<file path="config.mk">
export PLATFORM = sky130hd
export DESIGN_NAME = spike_event_rx_flat
export DESIGN_NICKNAME = d
export VERILOG_FILES = /design/src/rtl/spike_event_rx_pkg.sv /design/src/rtl/spike_event_rx_if.sv /design/src/rtl/spike_event_rx_fifo.sv /design/src/rtl/spike_event_rx.sv /design/src/flat_wrapper.sv
export SDC_FILE = /design/constraint.sdc
export NUM_CORES = 1
export LEC_CHECK = 0
export BUFFER_PORTS_ARGS = -buffer_cell sky130_fd_sc_hd__buf_2
export CELL_PAD_IN_SITES_DETAIL_PLACEMENT = 0
export CELL_PAD_IN_SITES_GLOBAL_PLACEMENT = 1
export CORE_UTILIZATION = 46
export DETAILED_ROUTE_END_ITERATION = 7
export PLACE_DENSITY = 0.73
export SYNTH_ARGS = -nofsm -noshare
export SYNTH_HDL_FRONTEND = slang
export SYNTH_SLANG_ARGS = --single-unit
export TNS_END_PERCENT = 30
</file>
<file path="constraint.sdc">
create_clock -name rawclk -period 21.1 [get_ports rawclk]
set_input_delay 2.11 -clock rawclk [delete_from_list [all_inputs] [get_ports rawclk]]
set_output_delay 2.11 -clock rawclk [all_outputs]
set_load 0.005 [all_outputs]
</file>
<file path="src/rtl/spike_event_rx_pkg.sv">
// Shared definitions for the spike event receiver: spike id width, event word
// field offsets and a saturating increment helper.
package spike_event_rx_pkg;

  localparam int SPKID_W   = 16;
  localparam int SPKID_LSB = 0;
  localparam int TS_LSB    = SPKID_W;

  // Increments value by one when inc is set, but never beyond maxVal.
  function automatic logic [31:0] sat_inc(input logic [31:0] value,
                                          input logic        inc,
                                          input logic [31:0] maxVal);
    return (inc && (value < maxVal)) ? value + 32'd1 : value;
  endfunction

endpackage

</file>
<file path="src/rtl/spike_event_rx_if.sv">
// Host-facing bundle of the spike event receiver: spike input, rate window
// control and results, and the event FIFO read port.
interface spike_event_rx_if
  import spike_event_rx_pkg::*;
#(
  parameter int CW  = 16,
  parameter int AW  = 4,
  parameter int TSW = 16
) ();

  logic                   enable;
  logic                   spike_in;
  logic [SPKID_W-1:0]     spkid_in;
  logic [31:0]            window_len;
  logic [CW-1:0]          spike_count;
  logic                   count_valid;
  logic                   rd_en;
  logic [TSW+SPKID_W-1:0] rd_data;
  logic                   rd_valid;
  logic                   fifo_empty;
  logic                   fifo_full;
  logic [AW:0]            fifo_level;
  logic [15:0]            drop_cnt;

  modport master (
    output enable, spike_in, spkid_in, window_len, rd_en,
    input  spike_count, count_valid, rd_data, rd_valid,
           fifo_empty, fifo_full, fifo_level, drop_cnt
  );

  modport slave (
    input  enable, spike_in, spkid_in, window_len, rd_en,
    output spike_count, count_valid, rd_data, rd_valid,
           fifo_empty, fifo_full, fifo_level, drop_cnt
  );

endinterface

</file>
<file path="src/rtl/spike_event_rx_fifo.sv">
// Synchronous event FIFO with registered read data and registered
// empty/full/level flags that already reflect this cycle's push and pop.
module spike_event_fifo #(
  parameter int W  = 32,
  parameter int AW = 4
) (
  input  logic          rawclk,
  input  logic          reset_sim,
  input  logic          i_push,
  input  logic [W-1:0]  i_wdata,
  input  logic          i_pop,
  output logic [W-1:0]  o_rdata,
  output logic          o_rdValid,
  output logic          o_empty,
  output logic          o_full,
  output logic [AW:0]   o_level
);

  localparam int DEPTH = 1 << AW;

  logic [W-1:0]  r_mem [DEPTH];
  logic [AW-1:0] r_wptr;
  logic [AW-1:0] r_rptr;
  logic [AW:0]   r_level;
  logic          r_empty;
  logic          r_full;
  logic          r_rdValid;
  logic [W-1:0]  r_rdata;

  logic          w_push;
  logic          w_pop;
  logic [AW:0]   w_levelNext;

  assign w_push      = i_push & ~r_full;
  assign w_pop       = i_pop & ~r_empty;
  assign w_levelNext = r_level + (AW+1)'(w_push) - (AW+1)'(w_pop);

  // Pointers wrap naturally at 2**AW; the level counter disambiguates full/empty.
  always_ff @(posedge rawclk or posedge reset_sim) begin
    if (reset_sim) begin
      for (int i = 0; i < DEPTH; i++) r_mem[i] <= '0;
      r_wptr    <= '0;
      r_rptr    <= '0;
      r_level   <= '0;
      r_empty   <= 1'b1;
      r_full    <= 1'b0;
      r_rdValid <= 1'b0;
      r_rdata   <= '0;
    end else begin
      if (w_push) begin
        r_mem[r_wptr] <= i_wdata;
        r_wptr        <= r_wptr + AW'(1);
      end
      if (w_pop) begin
        r_rdata <= r_mem[r_rptr];
        r_rptr  <= r_rptr + AW'(1);
      end
      r_rdValid <= w_pop;
      r_level   <= w_levelNext;
      r_empty   <= (w_levelNext == '0);
      r_full    <= (w_levelNext == (AW+1)'(DEPTH));
    end
  end

  assign o_rdata   = r_rdata;
  assign o_rdValid = r_rdValid;
  assign o_empty   = r_empty;
  assign o_full    = r_full;
  assign o_level   = r_level;

endmodule

</file>
<file path="src/rtl/spike_event_rx.sv">
// Motoneuron spike receiver: rising-edge detection, per-window firing rate
// counting and timestamped event queueing for host readout.
module spike_event_rx
  import spike_event_rx_pkg::*;
#(
  parameter int CW  = 16,
  parameter int AW  = 4,
  parameter int TSW = 16
) (
  input  logic           rawclk,
  input  logic           reset_sim,
  spike_event_rx_if.slave bus
);

  localparam logic [31:0] CMAX = 32'((64'd1 << CW) - 64'd1);

  logic                   r_spikeD;
  logic [TSW-1:0]         r_ts;
  logic [31:0]            r_winCnt;
  logic [CW-1:0]          r_acc;
  logic [CW-1:0]          r_spikeCount;
  logic                   r_countValid;
  logic [15:0]            r_dropCnt;

  logic                   w_edge;
  logic                   w_terminal;
  logic                   w_full;
  logic                   w_push;
  logic [TSW+SPKID_W-1:0] w_word;

  assign w_edge     = bus.spike_in & ~r_spikeD & bus.enable;
  assign w_terminal = (r_winCnt == bus.window_len - 32'd1);
  assign w_push     = w_edge & ~w_full;
  assign w_word     = {r_ts, bus.spkid_in};

  // A spike level held across reset release counts once, since r_spikeD resets low.
  always_ff @(posedge rawclk or posedge reset_sim) begin
    if (reset_sim) begin
      r_spikeD     <= 1'b0;
      r_ts         <= '0;
      r_winCnt     <= '0;
      r_acc        <= '0;
      r_spikeCount <= '0;
      r_countValid <= 1'b0;
      r_dropCnt    <= '0;
    end else begin
      r_spikeD     <= bus.spike_in;
      r_ts         <= r_ts + TSW'(1);
      r_countValid <= 1'b0;
      if (!bus.enable || (bus.window_len == 32'd0)) begin
        r_winCnt <= '0;
        r_acc    <= '0;
      end else if (w_terminal) begin
        r_spikeCount <= CW'(sat_inc(32'(r_acc), w_edge, CMAX));
        r_countValid <= 1'b1;
        r_acc        <= '0;
        r_winCnt     <= '0;
      end else begin
        r_acc    <= CW'(sat_inc(32'(r_acc), w_edge, CMAX));
        r_winCnt <= r_winCnt + 32'd1;
      end
      if (w_edge && w_full) r_dropCnt <= 16'(sat_inc(32'(r_dropCnt), 1'b1, 32'h0000_FFFF));
    end
  end

  spike_event_fifo #(
    .W  (TSW + SPKID_W),
    .AW (AW)
  ) u_fifo (
    .rawclk    (rawclk),
    .reset_sim (reset_sim),
    .i_push    (w_push),
    .i_wdata   (w_word),
    .i_pop     (bus.rd_en),
    .o_rdata   (bus.rd_data),
    .o_rdValid (bus.rd_valid),
    .o_empty   (bus.fifo_empty),
    .o_full    (w_full),
    .o_level   (bus.fifo_level)
  );

  assign bus.fifo_full   = w_full;
  assign bus.spike_count = r_spikeCount;
  assign bus.count_valid = r_countValid;
  assign bus.drop_cnt    = r_dropCnt;

endmodule
</file>
<file path="src/flat_wrapper.sv">
// flat-port wrapper written by rule: the top's interface ports become plain ports
module spike_event_rx_flat import spike_event_rx_pkg::*;
#(
  parameter int CW  = 16,
  parameter int AW  = 4,
  parameter int TSW = 16
)
  (rawclk, reset_sim, bus_enable, bus_spike_in, bus_spkid_in, bus_window_len, bus_rd_en, bus_spike_count, bus_count_valid, bus_rd_data, bus_rd_valid, bus_fifo_empty, bus_fifo_full, bus_fifo_level, bus_drop_cnt);
  spike_event_rx_if #(.CW(CW), .AW(AW), .TSW(TSW)) bus_i ();
  input  logic rawclk;
  input  logic reset_sim;
  input wire logic [$bits(bus_i.enable)-1:0] bus_enable;
  input wire logic [$bits(bus_i.spike_in)-1:0] bus_spike_in;
  input wire logic [$bits(bus_i.spkid_in)-1:0] bus_spkid_in;
  input wire logic [$bits(bus_i.window_len)-1:0] bus_window_len;
  input wire logic [$bits(bus_i.rd_en)-1:0] bus_rd_en;
  output wire logic [$bits(bus_i.spike_count)-1:0] bus_spike_count;
  output wire logic [$bits(bus_i.count_valid)-1:0] bus_count_valid;
  output wire logic [$bits(bus_i.rd_data)-1:0] bus_rd_data;
  output wire logic [$bits(bus_i.rd_valid)-1:0] bus_rd_valid;
  output wire logic [$bits(bus_i.fifo_empty)-1:0] bus_fifo_empty;
  output wire logic [$bits(bus_i.fifo_full)-1:0] bus_fifo_full;
  output wire logic [$bits(bus_i.fifo_level)-1:0] bus_fifo_level;
  output wire logic [$bits(bus_i.drop_cnt)-1:0] bus_drop_cnt;
  assign bus_i.enable = bus_enable;
  assign bus_i.spike_in = bus_spike_in;
  assign bus_i.spkid_in = bus_spkid_in;
  assign bus_i.window_len = bus_window_len;
  assign bus_i.rd_en = bus_rd_en;
  assign bus_spike_count = bus_i.spike_count;
  assign bus_count_valid = bus_i.count_valid;
  assign bus_rd_data = bus_i.rd_data;
  assign bus_rd_valid = bus_i.rd_valid;
  assign bus_fifo_empty = bus_i.fifo_empty;
  assign bus_fifo_full = bus_i.fifo_full;
  assign bus_fifo_level = bus_i.fifo_level;
  assign bus_drop_cnt = bus_i.drop_cnt;
  spike_event_rx #(.CW(CW), .AW(AW), .TSW(TSW)) u_core (.rawclk(rawclk), .reset_sim(reset_sim), .bus(bus_i));
endmodule
</file>
# After elaboration in Yosys (flattened, before gate mapping)
# Cells that the tools add are included.
[word_totals]
register_bits = 658
input_bits = 53
out_inout_bits = 73
wordCells = 79
[op_classes]
n_addsub = 9
order_cmp = 5
eq_ne = 2
muxes = 13
bitwise_logic = 11
reduce_logical = 9
[ops]
columns = ["cell", "count"]
rows = [
  ["512-bit bitwise mux", 1],
  ["32-bit two-way mux", 5],
  ["32-bit binary-select mux with 4-bit select", 1],
  ["32-bit demux with 4-bit select", 1],
  ["16-bit by 1-bit adder with 16-bit output (second input constant)", 3],
  ["16-bit two-way mux", 3],
  ["32-bit by 1-bit adder with 32-bit output (second input constant)", 1],
  ["32-bit == test", 1],
  ["32-bit logical NOT", 1],
  ["16-bit less-than comparator (second input constant)", 2],
  ["32-bit by 1-bit subtractor with 32-bit output (second input constant)", 1],
  ["5-bit greater-or-equal comparator (second input constant)", 2],
  ["4-bit NOT with 5-bit output", 2],
  ["4-bit by 1-bit adder with 4-bit output (second input constant)", 2],
  ["5-bit by 1-bit adder with 5-bit output", 1],
  ["1-bit bitwise AND", 5],
  ["5-bit == test (second input constant)", 1],
  ["5-bit logical NOT", 1],
  ["5-bit by 1-bit less-than comparator with 1-bit output (second input constant)", 1],
  ["5-bit by 1-bit subtractor with 5-bit output", 1],
  ["1-bit NOT", 4],
  ["2-bit AND reduction", 2],
  ["1-bit logical AND", 3],
  ["1-bit two-way mux", 2],
  ["other kinds (2)", 2],
]

# Depth between registers and ports, before layout
# Gate-level depths: netlist of the first run.
[logic_depth]
word_depth = 8
ltp_mapped = 13
mapped_depth_nobuf = 13

# Cells and area by module
# From an unflattened synthesis of the first run, not the netlist that was laid out.
[hier_totals]
hier_cells = 2292
hier_area_um2 = 30743.2
[by_module_without_submodules]
columns = ["module", "n_inst", "cells_each", "area_per_inst_um2", "seq_area_each_um2"]
rows = [
  ["spike_event_fifo", 1, 1711, 25201.7, 14014.7],
  ["spike_event_rx", 1, 581, 5541.6, 2452.4],
]

# Least setup slack after synthesis of the first run
# No wires, ideal clock.
[synth_path]
path_kind = "in2reg"
from = "input bus_window_len[7]"
to = "register u_core.r_spikeCount[1] (netlist: u_core.bus.spike_count[1])"
setup_ps = 79
arrival_ps = 4561
slack_ps = 16459
stages = 11
n_path_buf = 3
cell_sequence = "buf_6 -> or4_1 -> nor4_2 -> nand2_1 -> xnor2_1 -> nor4b_1 -> nand4_1 -> nor4b_2 -> buf_4 -> buf_12 -> mux2i_1"
[synth_via]
elab_chain_cells = 4
word_cells_on_any_way = 6
classes_between = "add/sub (1); eq/ne (1); bitwise (1); reduce/logical (3)"
[synth_lines]
columns = ["element", "line", "text"]
rows = [
  ["from (decl)", "flat_wrapper.sv:15", "input wire logic [$bits(bus_i.window_len)-1:0] bus_window_len;"],
  ["branches (longest 3 deep; another with 32-bit by 1-bit subtractor with 32-bit output)", "--", ""],
  ["2-bit AND reduction (no line) (*)", "--", ""],
  ["to (signal assigned)", "spike_event_rx.sv:54", "r_spikeCount <= CW'(sat_inc(32'(r_acc), w_edge, CMAX));"],
  ["to (decl)", "spike_event_rx.sv:21", "logic [CW-1:0] r_spikeCount;"],
]
# Mark *: on every way between the ends.
# A chain may end at the register's enable or synchronous reset.

# Worst setup path in the final report of the first run
[layout_path]
from = "input bus_window_len[0]"
to = "register u_core.r_winCnt[9]"
[layout_via]
elab_chain_cells = 4
word_cells_on_any_way = 6
classes_between = "add/sub (1); eq/ne (1); mux (2); reduce/logical (2)"
[layout_lines]
columns = ["element", "line", "text"]
rows = [
  ["32-bit by 1-bit subtractor with 32-bit output", "spike_event_rx.sv:32", "assign w_terminal = (r_winCnt == bus.window_len - 32'd1);"],
  ["32-bit == test", "spike_event_rx.sv:32", ""],
  ["32-bit two-way mux", "spike_event_rx.sv:53", "end else if (w_terminal) begin"],
  ["32-bit two-way mux (*)", "spike_event_rx.sv:50", "if (!bus.enable || (bus.window_len == 32'd0)) begin"],
  ["to (signal assigned)", "spike_event_rx.sv:60", "r_winCnt <= r_winCnt + 32'd1;"],
  ["to (decl)", "spike_event_rx.sv:19", "logic [31:0] r_winCnt;"],
]
# Every way passes the cells marked *; elsewhere a longest branch is shown, timed or not.

==> results of run 1 <==
[path summary, 6_finish.rpt]
kind / start / end / slack [ns] / cells after the start
worst max-delay path: bus_window_len[0] / u_core.r_winCnt[9]$_DFF_PP0_ / 15.75 / 11
worst min-delay path: u_core.u_fifo.o_rdata[25]$_DFFE_PP0P_ / u_core.u_fifo.o_rdata[25]$_DFFE_PP0P_ / 0.47 / 2
worst max register to register: u_core.u_fifo.r_rptr[0]$_DFFE_PP0P_ / u_core.u_fifo.o_rdata[17]$_DFFE_PP0P_ / 17.25 / 6
worst min register to register: u_core.u_fifo.o_rdata[25]$_DFFE_PP0P_ / u_core.u_fifo.o_rdata[25]$_DFFE_PP0P_ / 0.47 / 2
max in group asynchronous: reset_sim / u_core.r_winCnt[9]$_DFF_PP0_ / 17.12 / 4
min in group asynchronous: reset_sim / u_core.u_fifo.r_mem[392]$_DFFE_PP0P_ / 1.62 / 2
[cells by family after synthesis]
family / Yosys count / share of synthesized area
compound gates: 179 / 0.03929
xor+xnor: 122 / 0.03481
fa+ha+maj: 16 / 0.006766
buf+inv: 220 / 0.02796
flops: 658 / 0.5364
mux: 707 / 0.2781
simple gates: 496 / 0.07666
[sequential cells by signal (all words and copies together), names as in the netlist, 4 cells and up]
register                count
u_core.bus.drop_cnt        16
u_core.bus.spike_count     16
u_core.r_acc               16
u_core.r_ts                16
u_core.r_winCnt            32
u_core.u_fifo.o_level       5
u_core.u_fifo.o_rdata      32
u_core.u_fifo.r_mem       512
u_core.u_fifo.r_rptr        4
u_core.u_fifo.r_wptr        4
[critical path: cells and delay by family]
family          cells  cell delay (ns)
simple gates        6             1.91
compound gates      2             1.35
buf+inv             2             0.20
fa+ha+maj           1             0.18
[metal layers]
metal  track usage  share of wire  vias to the layer above
met2        0.3852           0.51                      255
li1              -              -                     8695
met3       0.03341          0.030                      111
met5             0              0                        -
met1        0.2971           0.44                     9979
met4       0.06628          0.023                        0
[through the flow]
step                  util  cell area [µm²]  power [mW]  setup slack (ns)
global placement    0.4865            32040       2.793             15.28
CTS                 0.5229            34440       4.120             15.85
finish              0.5229            34440       4.077             15.75
floorplan                -            30700       2.515            0.5523
detailed placement  0.4865            32040       2.840             15.20
global route        0.5229            34440       4.301             15.46
[power by group through the flow]
| stage | clock network, mW | logic, mW | registers, mW |
|---|---|---|---|
| floorplan | 0 | 0.841 | 1.67 |
| global placement | 0 | 1.06 | 1.73 |
| detailed placement | 0 | 1.09 | 1.75 |
| CTS | 1.30 | 1.09 | 1.73 |
| global route | 1.35 | 1.18 | 1.77 |
| finish | 1.27 | 1.07 | 1.73 |
[layout make-up]
cell class	instances	share of cell area
Antenna cell	1	0.00007266
Clock inverter	26	0.008465
Tap cell	864	0.03139
Inverter	40	0.004577
Multi-Input combinational cell	1520	0.3913
Sequential cell	658	0.4784
Clock buffer	107	0.06114
Timing Repair Buffer	153	0.02463
[cell usage after synthesis, drive strengths merged, types with 6 or more instances]
cell type and count:
and2 11, nand4 28, and3 16, xor2 51, mux4 67, xnor2 71
nor2 152, nor3 10, dfrtp 657, a21oi 7, nor4 14, buf 53
nand3 42, clkbuf 127, mux2i 142, ha 15, nand2 169, mux2 498
inv 40, and4 6, o21ai 86, o221ai 62, nor2b 11
==> flow_summary.toml, run 1 <==
[place]
hpwl_um = 42380
io_buffer_count = 125
gp_congestion = 0.8334
place_inst = 3235

[sta]
final-setup-viol-count = 0
hold_viol_final = 0
relSlewSlack = 0.1715
whs_ns = 0.4719
fin_skew_ns = 0.02747
fin_tns_setup_ns = 0
fin_crit_sh = 0.2537
rsz0062_at_grt = "no"
clock.fmax_ghz = 0.1868
tightest_slew_ns = 1.238
finalMaxSlewViolations = 0
fin_crit_ns = 5.352

[clocking]
cts_buffer_depth = 3
ctsRootBufferMaster = "clkbuf_16"
ctsResizeCount = 0
clkLatencyLatePin_ns = 0.62
clkTransAtPathRegs_ns = 0.06
postCtsSetupBuffers = 0
cts-buffers-inserted = 73
cts_tree = "done"
cts_sinks = 658
hold_buffers = 0
htree_levels = 3

[power_and_ir_drop]
p_leak_nw = 16.49
ir_drop_v = 0.0001197
seqPwrFrac = 0.425
p_per_area_nw_per_um2 = 118.4
net-switching-power_mw = 1.254
p_sw_frac = 0.3075
p_int_mw = 2.823
clock_power_share = 0.311
pwr-share-comb = 0.263

[logic_synthesis]
synth_edf_count = 0
syn_area_per_cell_um2 = 12.80
async_flop_share = 1.000
ys_seq_area_frac = 0.5364
synth_ff_type = "dfrtp_1"
synth_cells = 2398
syn-num-nets = 2467
syn-cell-area_um2 = 30700
yosys_warnings = 0
synth_top_area_frac = 0.5355
yosysUniqueCellTypes = 65
synth.area.top_cells = "dfrtp_1, mux2_2, mux4_2, mux2i_1, nand2_1"
synth_area_leader_cell = "dfrtp_1"
synth_seq_cells = 658

[critical_path]
path_class = "primary input to flip-flop"
required_ns = 21.53
path_common_cell = "nand4_1"
slowest_delay_ns = 1.03
worst_path_max_delay_cell = "o21ai_4"
cp-start-kind = "primary input"
cp_cell_sequence = "buf_2 > inv_1 > ha_1 > nor3b_1 > nand2_1 > o32ai_1 > nand4_1 > and4bb_1 > nand4_1 > o21ai_4 > nor2b_1"
arrival_ns = 5.79
path_max_fanout = 48
cp-end-kind = "flip-flop"

[min_path]
hold_class = "flip-flop to flip-flop"

[drt]
final_antenna_net_count = 0
drc = 0
via_per_inst = 5.652
wire_per_inst_um = 21.90
drt_iter0_markers = 980
vias = 19040
finalWirelength_um = 73790
dr.pass1.iters = 6

[run_status]
status = "finished, final reports clean"

[cells_and_area]
layoutNonFillerInstCount = 3369
mostFrequentLayoutCells = "dfrtp_1, mux2_2, nand2_1"
multi_input_area_um2 = 13480
drive_above_1_share = 0.3466
layout_commonest_cell = "dfrtp_1"
fillers = 5688
syn_to_final_growth_pct = 12.19
seqCellArea_um2 = 16480
nets = 2515

[floorplan]
rows = 94
core_area_um2 = 65860
dieHeight_um = 260.3
start_util = 0.4661
io_pins = 126
die_w_um = 260.3
dieArea_um2 = 67770

[global_routing]
grt_max_degree = 117
grt_pass1_wl_um = 117700
grt_use_total = 0.2253
overflow = 0
first_global_vias = 20310
antenna_found_initial = 2

[flow_run]
max_cap_violations = 0
Note: power is estimated with default switching activity, not from simulation.
==> inputs of run 2 (changes only) <==
Clock period 21.1 ns to 4.3 ns, I/O delays scaled along.
==> flow_summary.toml, run 2 (same netlist as run 1, synthesis figures left out) <==
[place]
io_buffer_count = 125
gp_congestion = 0.8435
hpwl_um = 44540
post_dp_cell_area_um2 = 32350
dp_slack_ns = 0.5280
place_inst = 3253

[sta]
fin_crit_ns = 3.188
fin_crit_sh = 0.7414
relSlewSlack = 0.3537
finalWorstSetupSlack_ns = 1.112
fin_tns_setup_ns = 0
fin_skew_ns = 0.01810
finalMaxSlewViolations = 0
clock.fmax_ghz = 0.3137
tightest_slew_ns = 0.9695
whs_ns = 0.2412
rsz0062_at_grt = "no"
final-setup-viol-count = 0
hold_viol_final = 0

[global_routing]
met3_usage = 0.02797
overflow = 0
grt_use_total = 0.2257
met1_usage = 0.2977
first_global_vias = 20290
grt_max_degree = 118
use_met2 = 0.3870
grt_pass1_wl_um = 118100
grt-busiest-layer = "met2"
antenna_found_initial = 0

[critical_path]
path_common_cell = "nand4_1"
worst_path_max_delay_cell = "nor3b_1"
cp-end-kind = "flip-flop"
crit_family = "simple AND/OR/NAND/NOR gates"
slowest_delay_ns = 0.76
path_class = "primary input to flip-flop"
required_ns = 4.76
cp_cell_sequence = "buf_2 > inv_1 > ha_1 > nor3b_1 > nand2_1 > o32ai_1 > nand4_1 > and4bb_1 > nand4_1 > o21ai_4 > buf_4 > nor2_1"
cp-start-kind = "primary input"
path_buf_inv = 3
path_max_fanout = 48
arrival_ns = 3.65

[cells_and_area]
layout_commonest_cell = "dfrtp_1"
utilization = 0.5285
syn_to_final_growth_pct = 13.38
finalInstanceArea_um2 = 34810
nets = 2535
mostFrequentLayoutCells = "dfrtp_1, mux2_2, nand2_1"
drive_above_1_share = 0.3518
largest_reg_flops = 512
layoutNonFillerInstCount = 3385
n_antenna_cell = 0
largest-register = "u_core.u_fifo.r_mem"

[floorplan]
dieHeight_um = 260.3
core_area_um2 = 65860
dieArea_um2 = 67770
start_util = 0.4661
rows = 94
io_pins = 126
die_w_um = 260.3

[clocking]
postCtsSetupBuffers = 0
ctsResizeCount = 0
clkLatencyLatePin_ns = 0.60
cts_sinks = 658
cts-buffers-inserted = 73
cts_buffer_depth = 3
ctsRootBufferMaster = "clkbuf_16"
hold_buffers = 2
clkTransAtPathRegs_ns = 0.07
cts_tree = "done"
htree_levels = 3

[drt]
drc = 0
via_per_inst = 5.653
finalWirelength_um = 74200
wire_per_inst_um = 21.92
final_antenna_net_count = 0
dr.pass1.iters = 6
vias = 19140
drt_iter0_markers = 1065

[power_and_ir_drop]
ir_drop_v = 0.0003542
p_per_area_nw_per_um2 = 579.0
p_leak_nw = 16.61
finalPower_mw = 20.15

[min_path]
hold_class = "primary input to flip-flop"

[run_status]
status = "finished, final reports clean"

[flow_run]
max_cap_violations = 0
[run 2: changes by cell type in the layout (fill, tap and decap cells not counted), moves of 3 or more]
cell	change
buf_12	+16
clkinv_4	+3
nand2_4	-4
clkinv_2	-6
clkbuf_1	-4
clkinvlp_4	+5
nand2_2	+4
[run 2: final timing paths]
path	startpoint	end	slack, ns	cells after the start
min in group asynchronous	reset_sim	u_core.u_fifo.r_mem[232]$_DFFE_PP0P_	0.46	3
max in group asynchronous	reset_sim	u_core.u_fifo.r_mem[152]$_DFFE_PP0P_	2.68	5
hold reg to reg	u_core.u_fifo.o_rdata[15]$_DFFE_PP0P_	u_core.u_fifo.o_rdata[15]$_DFFE_PP0P_	0.47	2
setup reg to reg	u_core.r_spikeD$_DFF_PP0_	u_core.u_fifo.r_mem[101]$_DFFE_PP0P_	1.16	6
setup / recovery	bus_window_len[0]	u_core.r_winCnt[4]$_DFF_PP0_	1.11	12
hold / removal	bus_rd_en	u_core.u_fifo.o_rdValid$_DFF_PP0_	0.24	3
[run 2: layout make-up]
type | instances | area [µm²]
Clock buffer | 104 | 2116
Clock inverter | 26 | 319.1
Fill cell | 5667 | 31060
Inverter | 40 | 153.9
Multi-Input combinational cell | 1520 | 13460
Sequential cell | 658 | 16480
Tap cell | 864 | 1081
Timing Repair Buffer | 173 | 1204
[run 2: per-layer routing]
layer / up-vias / share of wire
met5: - / 0
met4: 0 / 0.025
met3: 115 / 0.030
met2: 282 / 0.50
met1: 10030 / 0.44
li1: 8710 / -
[run 2: tightest hold or removal path, delay by kind of cell]
kind	cells	cell delay [ns]
buffers and inverters	2	0.26
AND/OR/NAND/NOR	1	0.06
[run 2: power breakdown]
| group | switching [mW] | total, mW | internal [mW] |
|---|---|---|---|
| logic | 2.69 | 5.33 | 2.64 |
| registers | 0.924 | 8.53 | 7.60 |
| clock network | 2.50 | 6.30 | 3.80 |
